### src/rtl/smart_mac_pkg.sv
// Shared constants and types for the smart MAC key guard: bus widths,
// default region bounds, key seed and the region-decode helper.
package smart_mac_pkg;

    localparam int unsigned ADDR_W = 16;
    localparam int unsigned DATA_W = 16;

    localparam int unsigned SIZE_MEM_ADDR_DEF = 4;
    localparam int unsigned LOW_SAFE_DEF      = 8;
    localparam int unsigned HIGH_SAFE_DEF     = 16;
    localparam int unsigned LOW_CODE_DEF      = 24;
    localparam int unsigned HIGH_CODE_DEF     = 32;
    localparam int unsigned RST_PULSE_DEF     = 4;

    localparam logic [DATA_W-1:0] KEY_SEED_DEF = 16'hA5C3;

    // The two independent ways a cycle can break the guard's rules.
    typedef struct packed {
        logic entry;   // jumped into trusted code somewhere other than its entry point
        logic access;  // touched the key region without being allowed to
    } viol_t;

    // Half-open region test lo <= addr < hi, done at 32 bits so that a bound
    // of 2^16 still works as an exclusive upper limit.
    function automatic logic in_range(input logic [ADDR_W-1:0] addr,
                                      input int unsigned       lo,
                                      input int unsigned       hi);
        return ({16'd0, addr} >= lo) && ({16'd0, addr} < hi);
    endfunction

endpackage

### src/rtl/smart_key_rom.sv
// Read-only key store: word i = KEY_SEED + i (mod 2^16), combinational read.
module smart_key_rom
    import smart_mac_pkg::*;
#(
    parameter int unsigned       SIZE_MEM_ADDR = SIZE_MEM_ADDR_DEF,
    parameter logic [DATA_W-1:0] KEY_SEED      = KEY_SEED_DEF
) (
    input  logic [SIZE_MEM_ADDR-1:0] i_index,
    output logic [DATA_W-1:0]        o_word
);

    // NOTE: the key words are a pure function of the index, so there is no
    // storage here to reset or to write; the store cannot be altered by the bus.
    assign o_word = KEY_SEED + DATA_W'(i_index);

endmodule

### src/rtl/smart_mac_guard.sv
// Key-region guard: decodes the data and instruction addresses, serves key
// words only to trusted code with debug disabled, and raises a stretched
// CPU reset pulse on any entry or access violation.
module smart_mac_guard
    import smart_mac_pkg::*;
#(
    parameter int unsigned       SIZE_MEM_ADDR = SIZE_MEM_ADDR_DEF,
    parameter int unsigned       LOW_SAFE      = LOW_SAFE_DEF,
    parameter int unsigned       HIGH_SAFE     = HIGH_SAFE_DEF,
    parameter int unsigned       LOW_CODE      = LOW_CODE_DEF,
    parameter int unsigned       HIGH_CODE     = HIGH_CODE_DEF,
    parameter logic [DATA_W-1:0] KEY_SEED      = KEY_SEED_DEF,
    parameter int unsigned       RST_PULSE     = RST_PULSE_DEF
) (
    input  logic              mclk,
    input  logic              reset_n,
    input  logic [ADDR_W-1:0] mem_addr,
    input  logic [DATA_W-1:0] mem_din,
    input  logic [ADDR_W-1:0] ins_addr,
    input  logic              disable_debug,
    output logic [DATA_W-1:0] mem_dout,
    output logic              in_safe_area,
    output logic              reset
);

    localparam int unsigned CNT_W = $clog2(RST_PULSE + 1);

    logic                     w_in_safe;
    logic                     w_pc_in_code;
    logic                     w_legal;
    viol_t                    w_viol;
    logic [SIZE_MEM_ADDR-1:0] w_key_index;
    logic [DATA_W-1:0]        w_key_word;
    logic [DATA_W-1:0]        w_dout_nxt;

    logic [DATA_W-1:0]        r_dout;
    logic [CNT_W-1:0]         r_cnt;
    logic                     r_prev_pc_in_code;

    assign w_in_safe    = in_range(mem_addr, LOW_SAFE, HIGH_SAFE);
    assign w_pc_in_code = in_range(ins_addr, LOW_CODE, HIGH_CODE);
    assign w_legal      = w_in_safe && w_pc_in_code && disable_debug;

    // Entering trusted code is only allowed through its first instruction.
    assign w_viol.entry  = w_pc_in_code && !r_prev_pc_in_code &&
                           (ins_addr != ADDR_W'(LOW_CODE));
    assign w_viol.access = w_in_safe && !w_legal;

    // Offset into the key region; wraps modulo the key-store depth.
    assign w_key_index = SIZE_MEM_ADDR'(mem_addr - ADDR_W'(LOW_SAFE));

    smart_key_rom #(
        .SIZE_MEM_ADDR (SIZE_MEM_ADDR),
        .KEY_SEED      (KEY_SEED)
    ) u_key_rom (
        .i_index (w_key_index),
        .o_word  (w_key_word)
    );

    // Select next read data: key on a clean legal access, zero for any key-region
    // access in a violating cycle, pass-through of main memory otherwise.
    always_comb begin
        // NOTE: assign a default before any branch so no path leaves the
        // variable unassigned, which would otherwise infer a latch.
        w_dout_nxt = mem_din;
        if (w_in_safe) begin
            w_dout_nxt = (w_legal && !w_viol.entry) ? w_key_word : '0;
        end
    end

    // Register read data and the previous-cycle trusted-code flag.
    always_ff @(posedge mclk or negedge reset_n) begin
        // NOTE: state is updated with non-blocking assignments so every
        // register samples the pre-edge values, independent of statement order.
        if (!reset_n) begin
            r_dout            <= '0;
            r_prev_pc_in_code <= 1'b1;
        end else begin
            r_dout            <= w_dout_nxt;
            r_prev_pc_in_code <= w_pc_in_code;
        end
    end

    // Reset-pulse counter: any violation (re)loads it, otherwise it drains to zero.
    always_ff @(posedge mclk or negedge reset_n) begin
        if (!reset_n) begin
            r_cnt <= '0;
        end else if (|w_viol) begin
            r_cnt <= CNT_W'(RST_PULSE);
        end else if (r_cnt != '0) begin
            r_cnt <= r_cnt - CNT_W'(1);
        end
    end

    assign mem_dout     = r_dout;
    assign in_safe_area = w_in_safe;
    assign reset        = (r_cnt != '0);

endmodule

### config.mk
export PLATFORM = sky130hd
export DESIGN_NAME = smart_mac_guard
export DESIGN_NICKNAME = d
export VERILOG_FILES = /design/src/rtl/smart_mac_pkg.sv /design/src/rtl/smart_key_rom.sv /design/src/rtl/smart_mac_guard.sv
export SDC_FILE = /design/constraint.sdc
export NUM_CORES = 1
export LEC_CHECK = 0
export CAP_MARGIN = 20
export CORE_MARGIN = 5
export CORE_UTILIZATION = 32
export DETAILED_ROUTE_END_ITERATION = 8
export HOLD_SLACK_MARGIN = 0.1
export PLACE_DENSITY = 0.77
export SYNTH_ARGS = -nofsm -noshare
export SYNTH_HDL_FRONTEND = slang
export SYNTH_SLANG_ARGS = --single-unit
### constraint.sdc
create_clock -name mclk -period 1.1 [get_ports mclk]
set_input_delay 0.22 -clock mclk [delete_from_list [all_inputs] [get_ports mclk]]
set_output_delay 0.22 -clock mclk [all_outputs]
set_load 0.005 [all_outputs]
==> results.ini <==
[worst_setup_path]
rrSetupSlack_ps = -100
cp_top_family = flip-flops
critPathMaxFanout = 2
critPathArrivalTime_ps = 1110
crit_chain = inv_2 -> ha_4 -> nand2b_4 -> buf_6
cp_data_required_time_ps = 880
critPathLaunch = r_cnt[1]$_DFFE_PN0P_
cp_num_cells = 4
worstRegToRegCells = 6
slowest_stage = dfrtp_1
rr_startpoint = r_cnt[1]$_DFFE_PN0P_
critical_path.max_stage_delay_ps = 400
crit_type = flip-flop to output pin
cp-end-kind = output pin
regToRegEndpoint = r_cnt[2]$_DFFE_PN0P_
worstSetupEndpoint = reset
path_buf_inv = 2
start_kind = flip-flop

[die]
start_util = 0.336
dieWidth_um = 66.6
die-area_um2 = 4440
pin_count = 69
core_area_um2 = 3050
num_rows = 20
die_h_um = 66.6

[detailed_routing]
wl_um = 3230
ant_nets = 0
post_drt_wl_per_cell_um = 14.8
vias = 976
drc_errors = 0
first_iter_violations = 11
vias_per_cell = 4.48
first_pass_iters = 2

[sta]
hold_violations = 0
worstMarginPinSlew_ps = 291
worst_slack_ps = -228
hold_slack_ps = 318
layout_min_cycle_time_ps = 1330
fin_crit_sh = 1.21
fin_tns_setup_ps = -823
rsz0062_at_grt = yes
setup_viol = 13
maxSlewHeadroom = 0.805
max_freq_mhz = 753
slew_viol_final = 0
finClkSkew_ps = 2.75

[job]
drv_cap = 0

[grt]
antenna_found_initial = 0
grt.overflow.total = 0
grt_pass1_vias = 1121
grt_max_degree = 16
grt_pass1_wl_um = 5220
gr-usage-all-layers = 0.158

[final_layout]
antenna-diode-count = 0
final_cells = 218
area_growth_pct = 96.0
drive_gt1_frac = 0.557
num-nets-final = 230

[logic_synthesis]
ys.flop_type = dfrtp_1
netlist_instances = 81
synth_async_sr_flop_share = 1.00
ys_ff_latch = 20
ys_top_cells_by_area = dfrtp_1 (46%), ha_1 (4.9%), o31ai_2 (4.9%), a21o_1 (4.4%), nand4_4 (4.1%)
ys_types = 29
netlist.area_leader.share = 0.463
synth_edf_count = 0
avgSynthCellArea_um2 = 12.7
synthesis.nets = 136
synth_top_area_cell = dfrtp_1
synth_warnings = 0
yosysSeqAreaShare = 0.489
syn_area_um2 = 1030

[place]
dpl.cell_count = 203
place_ws_ps = -836
gp_congestion = 0.705
dp_hpwl_um = 2350
portBuffers = 68

[power_and_ir_drop]
power.density_nw_per_um2 = 1190
p_leak_uw = 0.000990
totalPowerFinal_uw = 2390
ir_drop_v = 0.000496

[clock_network]
clk_pin_slew_ps = 100
cts_tree = built
cts_root_buffer = clkbuf_4
cts_buffer_depth = 2
cts-buffers-inserted = 3
h-tree-depth = 1
insertion_delay_ps = 290
cts_sinks = 20

[min_path]
hp-class = input pin to flip-flop

[run_status]
violations = negative setup slack
outcome = complete, but fails checks

## synthesized netlist by cell type, drive strengths merged, types with 2 or more instances
library cell and number:
inv 6, o21ai 2, nand4 2, nand2 4
and2 6, nor4 2, nor3 5, nor2 4
xnor2 2, a21o 6, o31ai 4, ha 4
dfrtp 19
## how the worst min path moves through the flow
stage                           start  slack (ps)                    end  cells past startpoint
final                     mem_addr[3]         320  mem_dout[3]$_DFF_PN0_                      4
after global routing      mem_addr[3]         340  mem_dout[3]$_DFF_PN0_                      4
after CTS                 mem_addr[3]         320  mem_dout[3]$_DFF_PN0_                      4
after detailed placement      reset_n         410  mem_dout[7]$_DFF_PN0_                      1
after global placement        reset_n         410  mem_dout[7]$_DFF_PN0_                      1
after floorplan               reset_n         -80  mem_dout[0]$_DFF_PN0_                      0
## placed cells by master (no fill, tap or decap), types with 4 or more instances in the layout
cell / Yosys / layout
clkdlybuf4s15_1: 0 / 5
inv_2: 0 / 4
clkdlybuf4s50_1: 0 / 18
and2_4: 0 / 4
buf_4: 0 / 17
buf_2: 0 / 15
dlygate4sd2_1: 0 / 13
dfrtp_1: 19 / 19
clkbuf_2: 0 / 9
buf_6: 1 / 8
a21o_1: 6 / 6
## report_power, final
group	internal, uW	switching [uW]	leakage [uW]
clock	202	209	0.0000210
sequential	825	46.1	0.000232
combinational	679	429	0.000737
total	1710	684	0.000990
## metrics by stage
stage	utilization	instance area [um2]
2_1_floorplan	-	1040
3_3_place_gp	0.605	1850
3_5_place_dp	0.605	1850
4_1_cts	0.671	2050
5_1_grt	0.659	2010
6_report	0.659	2010
## state kept, by name, indices dropped and copies added, names as in the netlist
name               count
mem_dout              16
r_cnt                  3
r_prev_pc_in_code      1
## worst register-to-register path, delay by kind of cell, from the launching register on
kind                       cells  cell delay [ps]
buffers and inverters          3              300
AOI/OAI and AO/OA              1              220
DFF                            1              400
and+or+nand+nor                1               30
adders and majority gates      1              150
## logic make-up (layout without fill, tap and decap cells)
logic type      count (synthesis)  after routing  synth area share
flops                          20             20             0.489
compound gates                 15             15             0.130
xor+xnor                        3              3            0.0256
buf+inv                         9            102            0.0415
fa+ha+maj                       4              4            0.0488
simple gates                   30             30             0.265
## routing by layer
| layer | track usage | vias to the layer above | part of all wire |
|---|---|---|---|
| met4 | 0.0711 | 0 | 0.023 |
| met2 | 0.283 | 63 | 0.49 |
| met5 | 0 | - | 0 |
| li1 | - | 467 | - |
| met1 | 0.171 | 439 | 0.37 |
| met3 | 0.0422 | 7 | 0.12 |
## repair_timing
action / 4_1_cts / 5_1_grt
gates resized for setup: 165 / 18
endpoints found under the hold margin: 1 / 0
buffers inserted: 9 / 5
endpoints found under the setup margin: 37 / 30
pin swaps: 24 / 11
cloned: 2 / 0
hold buffers: 1 / 0
## layout make-up
type                    instances  area [um2]
fillers                       252        1040
flip-flops and latches         20         502
well taps                      44        55.1
clock buffers                   4        36.3
inverters                       7        31.3
repair buffers                 91         779
multi-input cells              52         607
Power figures use the tool's default switching activity.
